[config.mk]
export PLATFORM = sky130hd
export DESIGN_NAME = cg_rvarch_regfile_wbarb
export DESIGN_NICKNAME = d
export VERILOG_FILES = /design/src/rtl/cg_rvarch_regfile_wbarb.sv
export SDC_FILE = /design/constraint.sdc
export NUM_CORES = 1
export LEC_CHECK = 0
export BUFFER_PORTS_ARGS = -buffer_cell sky130_fd_sc_hd__buf_2
export CELL_PAD_IN_SITES_DETAIL_PLACEMENT = 1
export CELL_PAD_IN_SITES_GLOBAL_PLACEMENT = 1
export CORE_MARGIN = 1
export CORE_UTILIZATION = 35
export CTS_CLUSTER_DIAMETER = 40
export CTS_CLUSTER_SIZE = 25
export DETAILED_ROUTE_END_ITERATION = 16
export PLACE_DENSITY_LB_ADDON = 0.1
export SYNTH_ARGS = -nofsm -noshare
export SYNTH_HDL_FRONTEND = slang
export SYNTH_SLANG_ARGS = --single-unit
export TNS_END_PERCENT = 1
[constraint.sdc]
create_clock -name i_clk -period 2.1 [get_ports i_clk]
set_input_delay 0.42 -clock i_clk [delete_from_list [all_inputs] [get_ports i_clk]]
set_output_delay 0.42 -clock i_clk [all_outputs]
set_load 0.05 [all_outputs]
[src/rtl/cg_rvarch_regfile_wbarb.sv]
// Two-requester register-file write-back arbiter with alternating tie priority
// and a per-register pending-write scoreboard.
//
// state | meaning
// PRI0  | requester 0 (ALU path) wins a tie
// PRI1  | requester 1 (load path) wins a tie
module cg_rvarch_regfile_wbarb #(
  parameter  int DATA_WIDTH = 32,
  parameter  int DATA_NUM   = 32,
  localparam int AW         = (DATA_NUM > 1) ? $clog2(DATA_NUM) : 1
) (
  input  logic                  i_clk,
  input  logic                  i_rst_n,
  input  logic                  i_req0_valid,
  output logic                  o_req0_ready,
  input  logic [AW-1:0]         i_req0_addr,
  input  logic [DATA_WIDTH-1:0] i_req0_data,
  input  logic                  i_req1_valid,
  output logic                  o_req1_ready,
  input  logic [AW-1:0]         i_req1_addr,
  input  logic [DATA_WIDTH-1:0] i_req1_data,
  input  logic                  i_issue_valid,
  input  logic [AW-1:0]         i_issue_addr,
  output logic [DATA_NUM-1:0]   o_busy,
  output logic                  o_rd_we,
  output logic [AW-1:0]         o_rd_addr,
  output logic [DATA_WIDTH-1:0] o_rd_data
);

  typedef enum logic {PRI0 = 1'b0, PRI1 = 1'b1} state_e;

  state_e                state_q, state_d;
  logic                  rd_we_q, rd_we_d;
  logic [AW-1:0]         rd_addr_q, rd_addr_d;
  logic [DATA_WIDTH-1:0] rd_data_q, rd_data_d;
  logic [DATA_NUM-1:0]   busy_q, busy_d;

  logic                  grant0, grant1, xfer;
  logic [AW-1:0]         waddr;
  logic [DATA_WIDTH-1:0] wdata;

  always_comb begin
    grant0 = i_req0_valid & (~i_req1_valid | (state_q == PRI0));
    grant1 = i_req1_valid & (~i_req0_valid | (state_q == PRI1));
    xfer   = grant0 | grant1;
    waddr  = grant1 ? i_req1_addr : i_req0_addr;
    wdata  = grant1 ? i_req1_data : i_req0_data;

    state_d = state_q;
    if (grant0)      state_d = PRI1;
    else if (grant1) state_d = PRI0;

    // x0 writes are consumed (and rotate priority) but never reach the file
    rd_we_d   = xfer && (waddr != '0);
    rd_addr_d = xfer ? waddr : rd_addr_q;
    rd_data_d = xfer ? wdata : rd_data_q;

    // clear first so a coincident issue to the same register wins
    busy_d = busy_q;
    if (rd_we_d) busy_d[waddr] = 1'b0;
    if (i_issue_valid && (i_issue_addr != '0)) busy_d[i_issue_addr] = 1'b1;
    busy_d[0] = 1'b0;
  end

  always_ff @(posedge i_clk or negedge i_rst_n) begin
    if (!i_rst_n) begin
      state_q   <= PRI0;
      rd_we_q   <= 1'b0;
      rd_addr_q <= '0;
      rd_data_q <= '0;
      busy_q    <= '0;
    end else begin
      state_q   <= state_d;
      rd_we_q   <= rd_we_d;
      rd_addr_q <= rd_addr_d;
      rd_data_q <= rd_data_d;
      busy_q    <= busy_d;
    end
  end

  // ready is forced low while reset is held so no handshake completes then
  assign o_req0_ready = grant0 & i_rst_n;
  assign o_req1_ready = grant1 & i_rst_n;
  assign o_rd_we      = rd_we_q;
  assign o_rd_addr    = rd_addr_q;
  assign o_rd_data    = rd_data_q;
  assign o_busy       = busy_q;

endmodule

==> metrics.txt, run 1 <==
CP arrival=1.56 ns; DRC violations left=0; Fin. Hold Viols=0; Via density=5.55; H-tree depth=3; grt ovf=0; sequential fraction of the synthesis area=45.4%; drt initial violations=~180; Core Region=between 0.01 and 0.015 sq mm; crit path launch=state_q$_DFFE_PN0P_; vias in the first global route=roughly 4300; layout cells sized above 1=between 30% and 40%; mux share of post-synthesis cell area=0%; HPWL Detailed=just over 10000 um; first-pass GRT wire length=22200 um; Mapped Nets=528; Root Driver=clkbuf_8; Worst-Skew Late Latency=roughly 0.35 ns; worst path cell trace=nand2b_4, nand2_1, and3_1, buf_2; status=complete, no violations; FMAX=~0.5 GHz; via count=~4100; Std-Cell Rows=37; largest family of logic cells by synthesized area=compound AO/OA/AOI/OAI gates; Slowest Stage Delay on Critical Path=roughly 0.42 ns; die span in y=around 110 um; ant diodes=0; Worst Path Required=around 1.7 ns; GRT Util Overall=25.0%; WP depth=4; Adder-Cell Fraction of Synth Area=0%; commonest non-fill, non-tap cell in the layout=buf_2; synthesized instance count=around 440; Max-Cap Viols=0; YS warnings=0; # setup viols final=0; crit path max fanout=16; Worst Clk Skew=approximately 0.012 ns; CTS tree=yes; Tmin final=1.98 ns; number of setup buffers added after CTS=0; antenna violations before repair=0; Setup TNS Final=0 ns; num ports=between 150 and 200; worst hold path type=input port to async pin; global placer's final weighted congestion=slightly below 0.9; Worst-Margin Slew=slightly below 0.8 ns; Layout area overhead=31.1%; CP endpoint kind=output port; Critical Path Start Type=flip-flop; RSZ-0062 raised after global routing=no; pin count of the biggest net entering global routing=65; reg2reg path depth=4; TritonCTS Buffers=9; worst setup margin=about 0.12 ns; most frequent cells in the layout=153 x buf_2, 70 x a21oi_1, 70 x dfrtp_1; starting density of the core=around 37%; Final nets=between 600 and 700; synthesized area=roughly 0.0039 sq mm; Post-Synth Simple-Gate Area=between 20% and 30%; Synth Area in XOR/XNOR=0%; Yosys cell types=slightly below 50; Slew Viols, Final=0; Crit-path slowest cell=dfrtp_1; final WL=~14000 um; maximum vdd drop=434 uV; Synth Area per Inst=about 8.7 sq um; area fraction in compound gates after synthesis=28.9%; Setup CP Type=flip-flop to output port; relative slew slack=between 40 and 50%; DR pass1 iterations=4; Leak=around 0.0023 uW; buffer depth of the longest clock path=2; CP bufs+invs=1; chip width=~110 um; DR WL/cell=roughly 19 um; P per Cell Area=~920 mW/mm^2; #FFs+latches synth=70; CP delay by family, top=simple AND/OR/NAND/NOR gates; Post-DRT Antenna Nets=0; final cycle utilization of the critical path=around 94%; die area=around 0.011 sq mm; pre-CTS WS=0.0478 ns; CTS Sinks=70; Reg2Reg Launch Point=state_q$_DFFE_PN0P_; clock slew at reported path FFs=approximately 0.080 ns; I/O Buffers=154
-- final cells by class --
type / count / area (sq um)
multi-input cells: 331 / 1920
clock inverters: 5 / 83.8
flip-flops and latches: 70 / 1750
repair buffers: 177 / 948
fillers: 1325 / 5450
well taps: 136 / 170
inverters: 13 / 48.8
clock buffers: 10 / 138
-- flip-flops by register name (all words and copies together), names as in the netlist --
signal	flops
o_rd_data	32
o_rd_we	1
state_q	1
o_busy	31
o_rd_addr	5
-- per-stage QoR --
step	hold WS [ns]	utilization, %	total power, uW	instance area (sq um)	std cells
final	0.280	48.2	4670	5060	742
after global routing	0.278	48.2	4890	5060	742
after CTS	0.266	48.2	4730	5060	742
after detailed placement	0.290	46.0	3470	4830	726
after global placement	0.291	46.0	3430	4830	726
after floorplan	0.124	-	2930	3860	444
-- path summary, 6_finish.rpt --
kind                                              to  slack, ns
min reg2reg                     o_busy[27]$_DFF_PN0_       0.50
max reg2reg                     o_busy[30]$_DFF_PN0_       0.25
max in group asynchronous  o_rd_data[14]$_DFFE_PN0P_       1.09
min                             o_busy[15]$_DFF_PN0_       0.28
max                                     o_req0_ready       0.12
min in group i_clk         o_rd_data[17]$_DFFE_PN0P_       0.28
-- cells in the mapped netlist (all sizes together) --
cell type | n | area share [%]
nor3 | 9 | 1.2
buf | 12 | 1.9
a32oi | 1 | 0.23
or2 | 3 | 0.49
nor2 | 24 | 2.3
a32o | 6 | 1.6
clkbuf | 18 | 1.8
o2bb2ai | 1 | 0.23
o211ai | 4 | 0.78
inv | 13 | 1.3
a2111o | 3 | 0.88
o311ai | 1 | 0.23
a211oi | 4 | 0.78
o22ai | 4 | 0.65
or4 | 2 | 0.39
a211o | 4 | 0.91
a21oi | 70 | 9.1
dfrtp | 70 | 45
o2111a | 1 | 0.29
nor2b | 7 | 1.2
nor4 | 1 | 0.16
nand4 | 5 | 0.81
a221o | 4 | 1.0
nand4b | 3 | 0.68
conb | 1 | 0.097
o221ai | 2 | 0.45
nand2 | 45 | 4.4
nor3b | 1 | 0.19
a31oi | 6 | 0.97
o31ai | 1 | 0.19
or4b | 1 | 0.26
a21o | 4 | 0.78
o21a | 1 | 0.19
nand2b | 38 | 6.4
nor4b | 1 | 0.23
nand3 | 8 | 1.0
o21ai | 36 | 4.7
and3 | 6 | 0.97
o2111ai | 3 | 0.68
a22oi | 5 | 0.97
a22o | 13 | 2.9
a21boi | 1 | 0.19
a2bb2o | 1 | 0.26
-- timing repair --
item / in CTS / in global routing
hold endpoints to repair: 11 / 0
gates resized for setup: 0 / 0
hold buffers: 1 / 0
-- cell families after synthesis --
family,Yosys count
AO/OA/AOI/OAI,176
buffers and inverters,43
other,1
AND/OR/NAND/NOR,154
flip-flops,70
-- power by group --
| group | internal (uW) | switching, uW |
|---|---|---|
| logic | 445 | 1290 |
| registers | 1560 | 126 |
| clock network | 697 | 549 |
-- layer usage --
| layer | share of wire, % | track usage (%) |
|---|---|---|
| met1 | 42 | 30.7 |
| met4 | 1.5 | 8.51 |
| met2 | 49 | 41.8 |
| met3 | 7.5 | 7.42 |
| met5 | 0 | 0 |
No activity file was read; power rests on OpenSTA's default activity.
==> inputs of run 2 (changes only) <==
- BUFFER_PORTS_ARGS: -buffer_cell sky130_fd_sc_hd__buf_2 -> -buffer_cell sky130_fd_sc_hd__buf_4
- CAP_MARGIN: not set -> 10
==> run 2 against run 1 <==
Net effect:
- wire length down 0.41%
- cell count unchanged
- fmax up 3.0%
- largest power group unchanged
==> metrics.txt, run 2 (same netlist as run 1, synthesis figures left out) <==
status=complete, no violations; Post-Layout Inst Area=0.00539 sq mm (+6.4%); TritonCTS Buffers=9 (unchanged); die span in y=107 um (unchanged); CTS Sinks=70 (unchanged); CP most frequent cell=buf_4; vias in the first global route=4193 (-2.7%); Setup TNS Final=0 ns (unchanged); starting density of the core=36.7% (unchanged); drt initial violations=195 (+7.7%); worst path cell trace=nand2b_4, buf_4, buf_4, a211o_1, a2bb2o_1, a32o_1; I/O Buffers=154 (unchanged); DR pass1 iterations=4 (unchanged); most frequent cells in the layout=177 x buf_4, 70 x a21oi_1, 70 x dfrtp_1; DRC violations left=0 (unchanged); Worst Clk Skew=0.00936 ns (-0.00259 ns); Std-Cell Rows=37 (unchanged); Critical Path Start Type=flip-flop; Worst-Skew Late Latency=0.34 ns (about the same); Leak=0.00244 uW (+5.0%); worst hold path type=input port to flip-flop; Worst-Margin Slew=0.924 ns (+0.129 ns); Tmin final=1.92 ns (-0.0572 ns); Final nets=687 (+0.15%); maximum vdd drop=431 uV (-0.69%); CP arrival=2.14 ns (+0.58 ns); grt ovf=0 (unchanged); chip width=107 um (unchanged); Core Region=0.0105 sq mm (unchanged); global placer's final weighted congestion=0.925 (+6.0%); Fillers=1242 (-6.3%); worst setup margin=0.182 ns (+0.0572 ns); buffer depth of the longest clock path=2 (unchanged); Reg area=0.00175 sq mm (unchanged); Post-DRT Antenna Nets=0 (unchanged); RSZ-0062 raised after global routing=no; pin count of the biggest net entering global routing=65 (unchanged); relative slew slack=37.9% (-9.1 points); GRT Util Overall=24.7% (-0.35 points); final cycle utilization of the critical path=91.3% (-2.7 points); final WL=13700 um (-0.41%); DR WL/cell=18.5 um (-0.41%); CP delay by family, top=compound AO/OA/AOI/OAI gates; Setup CP Type=flip-flop to flip-flop; Post-DP Area=0.00520 sq mm (+7.6%); die area=0.0115 sq mm (unchanged); DP Cell Count=724 (-0.28%); ant diodes=0 (unchanged); Finished Core Util=51.2% (+3.1 points); Layout area overhead=39.5%; Worst Path Required=2.33 ns (+0.65 ns); area of the multi-input gates=0.00192 sq mm (unchanged); clock slew at reported path FFs=0.08 ns (about the same); FMAX=0.521 GHz (+3.0%); Via density=5.51 (-0.58%); antenna violations before repair=0 (unchanged); num ports=156 (unchanged); layout cells sized above 1=32.2% (-0.33 points); # setup viols final=0 (unchanged); Crit-path slowest cell=dfrtp_1; Slowest Stage Delay on Critical Path=0.41 ns (about the same); commonest non-fill, non-tap cell in the layout=buf_4; H-tree depth=3 (unchanged); Largest register FFs=32 (unchanged); first-pass GRT wire length=21800 um (-2.0%); CTS tree=yes; HPWL Detailed=10400 um (+2.2%); Non-Filler Instances=742 (unchanged); crit path max fanout=11 (-5); Root Driver=clkbuf_8; pre-CTS WS=0.137 ns (+0.0889 ns); Fin. Hold Viols=0 (unchanged); P per Cell Area=850 mW/mm^2 (-7.9%); via count=4092 (-0.58%); CP bufs+invs=2 (+1); Slew Viols, Final=0 (unchanged); Max-Cap Viols=0 (unchanged); CP endpoint kind=flip-flop
## run 2: cell count changes in the layout (fill, tap and decap cells not counted)
cell / delta
clkinv_2: +2
buf_2: -153
clkbuf_1: +2
clkinv_4: -1
clkinvlp_4: -2
bufinv_16: -2
buf_4: +154
## run 2: where the power goes
group / internal [uW] / switching (uW) / total [uW]
sequential: 1570 / 138 / 1700
clock: 446 / 507 / 953
combinational: 624 / 1300 / 1920
total: 2640 / 1940 / 4580
## run 2: per-layer routing
layer / up-vias / wire (um) / track usage, %
li1: 1929 / - / -
met1: 2017 / 5810 / 31.1
met2: 134 / 6760 / 40.0
met3: 12 / 974 / 6.57
met4: 0 / 184 / 9.78
met5: - / 0 / 0
## run 2: worst paths after layout
kind | cells past startpoint | slack, ns | endpoint | from
hold reg to reg | 1 | 0.49 | o_busy[27]$_DFF_PN0_ | o_busy[27]$_DFF_PN0_
hold / removal | 3 | 0.29 | o_rd_data[8]$_DFFE_PN0P_ | i_req1_data[8]
min in group asynchronous | 2 | 0.42 | o_rd_addr[3]$_DFFE_PN0P_ | i_rst_n
setup reg to reg | 6 | 0.18 | o_busy[11]$_DFF_PN0_ | state_q$_DFFE_PN0P_
max in group asynchronous | 3 | 0.93 | o_busy[27]$_DFF_PN0_ | i_rst_n
setup / recovery | 6 | 0.18 | o_busy[11]$_DFF_PN0_ | state_q$_DFFE_PN0P_
## run 2: repair_timing
| action | 4_1_cts | 5_1_grt |
|---|---|---|
| setup buffers | 0 | 3 |
| hold endpoints to repair | 1 | 0 |
| endpoints found under the setup margin | 0 | 1 |
| hold buffers | 1 | 0 |
| resized for setup | 0 | 0 |
## run 2: cell type report
type                            count  share of cell area (%)
Clock buffer                       12                    2.70
Sequential cell                    70                    32.5
Multi-Input combinational cell    331                    35.7
Tap cell                          136                    3.16
Inverter                           13                   0.906
Timing Repair Buffer              178                    24.9
Clock inverter                      2                   0.186
## run 2: worst min-delay path: cells and delay by family
family	cells	cell delay (ns)
AO/OA/AOI/OAI	2	0.10
buffers and inverters	1	0.08
## run 2: metrics by stage
stage | power (uW) | hold slack [ns]
final | 4580 | 0.288
after global routing | 4800 | 0.289
after CTS | 4610 | 0.273
after detailed placement | 3650 | 0.229
after global placement | 3620 | 0.229
after floorplan | 2930 | 0.124
==> inputs of run 3 (changes only) <==
- PLACE_DENSITY: not set -> 0.78
- PLACE_DENSITY_LB_ADDON: 0.1 -> not set
==> run 3 against run 2 <==
Net effect:
- register-to-register slack lost 0.03 ns
- largest power group unchanged
- critical path depth shrank 1
- cell count shrank 0.13%
- clock skew shrank 0.0034 ns
- final area grew 0.70%
- critical endpoint is now o_req0_ready
- global-route usage grew 0.83 points
- fmax shrank 4.2%
- worst setup slack lost 0.085 ns
- largest cell class unchanged
- die area is the same
- combinational power is essentially flat
- via count grew 1.8%
- utilization grew 0.36 points
==> metrics.txt, run 3 (same netlist as run 1, synthesis figures left out) <==
status=complete, no violations; clock slew at reported path FFs=0.08 ns (about the same); via count=4164 (+1.8%); DR pass1 iterations=5 (+1); Clk network pwr share=25.4% (+4.6 points); Post-DRT Antenna Nets=0 (unchanged); switching power total=1970 uW (+1.3%); most frequent cells in the layout=174 x buf_4, 70 x a21oi_1, 70 x dfrtp_1; HPWL Detailed=10600 um (+2.2%); buffer depth of the longest clock path=2 (unchanged); Critical Path Start Type=flip-flop; antenna violations before repair=0 (unchanged); FMAX=0.499 GHz (-4.2%); Sw Share=40.6% (-1.8 points); maximum vdd drop=405 uV (-6.1%); post_cts resized=0 (unchanged); Worst-Skew Late Latency=0.36 ns (+0.02 ns); crit path max fanout=5 (-6); Final nets=684 (-0.44%); Worst-Margin Slew=0.816 ns (-0.108 ns); die span in y=107 um (unchanged); grt ovf=0 (unchanged); layout cells sized above 1=32.1% (-0.11 points); Core Region=0.0105 sq mm (unchanged); Max-Cap Viols=0 (unchanged); Leak=0.00246 uW (+0.64%); final WL=14000 um (+2.0%); starting density of the core=36.7% (unchanged); chip width=107 um (unchanged); Post-Layout Inst Area=0.00542 sq mm (+0.70%); CP endpoint kind=output port; Largest register FFs=32 (unchanged); internal power=2880 uW (+9.3%); Comb power frac=39.5% (-2.5 points); Worst Path Required=1.68 ns (-0.65 ns); CP arrival=1.58 ns (-0.56 ns); sequential power share=35.1% (-2.1 points); Fin. Hold Viols=0 (unchanged); # setup viols final=0 (unchanged); Tmin final=2.00 ns (+0.0850 ns); Worst Clk Skew=0.00591 ns (-0.00345 ns); Setup CP Type=flip-flop to output port; final cycle utilization of the critical path=95.4% (+4.0 points); DR WL/cell=18.9 um (+2.2%); Via density=5.62 (+1.9%); Layout area overhead=40.5%; Slew Viols, Final=0 (unchanged); relative slew slack=45.6% (+7.7 points); die area=0.0115 sq mm (unchanged); worst hold path type=input port to flip-flop; I/O Buffers=154 (unchanged); P per Cell Area=894 mW/mm^2 (+5.2%); pin count of the biggest net entering global routing=65 (unchanged); drt initial violations=308 (+58%); H-tree depth=3 (unchanged); vias in the first global route=4347 (+3.7%); RSZ-0062 raised after global routing=no; CTS Sinks=70 (unchanged); commonest non-fill, non-tap cell in the layout=buf_4; GRT Util Overall=25.5% (+0.83 points); Root Driver=clkbuf_8; Std-Cell Rows=37 (unchanged); CTS tree=yes; TritonCTS Buffers=9 (unchanged); first-pass GRT wire length=22600 um (+3.6%); num ports=156 (unchanged); Post-DP Area=0.00519 sq mm (-0.14%); ant diodes=0 (unchanged); global placer's final weighted congestion=0.821 (-11%); Setup TNS Final=0 ns (unchanged); DRC violations left=0 (unchanged)
-- run 3: worst paths after layout --
kind	from	endpoint	slack, ns	depth (start not counted)
min reg2reg	o_busy[27]$_DFF_PN0_	o_busy[27]$_DFF_PN0_	0.50	1
max reg2reg	state_q$_DFFE_PN0P_	o_busy[30]$_DFF_PN0_	0.15	5
max	state_q$_DFFE_PN0P_	o_req0_ready	0.1	5
min	i_req1_data[16]	o_rd_data[16]$_DFFE_PN0P_	0.28	3
max in group asynchronous	i_rst_n	o_busy[12]$_DFF_PN0_	0.62	3
min in group asynchronous	i_rst_n	state_q$_DFFE_PN0P_	0.44	2
-- run 3: cell type report --
class	instances	area (sq um)
inverters	13	48.8
repair buffers	175	1320
fillers	1255	5090
multi-input cells	331	1920
flip-flops and latches	70	1750
clock inverters	4	70.1
well taps	136	170
clock buffers	12	145
-- run 3: power by group through the flow --
stage	logic (uW)	registers, uW	clock network [uW]
after global routing	2030	1730	1300
after global placement	1880	1720	0
after floorplan	457	2470	0
final	1910	1700	1230
after detailed placement	1920	1730	0
after CTS	1930	1710	1250
-- run 3: timing repair --
item / CTS / global route
setup buffers: 1 / 0
hold endpoints to repair: 7 / 0
endpoints found under the setup margin: 1 / 0
hold buffers: 1 / 0
-- run 3: worst max-delay path, cell delays in order, from the launching register on --
cell	delay, ns
dfrtp_1	0.43
nand2b_4	0.16
nand2_1	0.12
buf_4	0.15
and3_1	0.17
buf_4	0.20
-- run 3: stage by stage --
step | utilization [%] | worst slack (ns) | std cells | hold slack (ns) | total power (uW)
finish | 51.6 | 0.0970 | 741 | 0.277 | 4850
global route | 51.6 | 0.0594 | 741 | 0.285 | 5060
CTS | 51.6 | 0.0897 | 741 | 0.269 | 4890
detailed placement | 49.4 | 0.135 | 723 | 0.273 | 3650
global placement | 49.4 | 0.171 | 723 | 0.271 | 3600
floorplan | - | 0.0346 | 444 | 0.124 | 2930
-- run 3: per-layer routing --
layer  vias to the layer above  routed length, um  track usage (%)  part of all wire [%]
met1                      2049               5830             31.9                    42
met3                        21               1240             7.54                   8.9
met2                       165               6700             42.3                    48
met5                         -                  0                0                     0
li1                       1929                  -                -                     -
met4                         0                235             7.93                   1.7
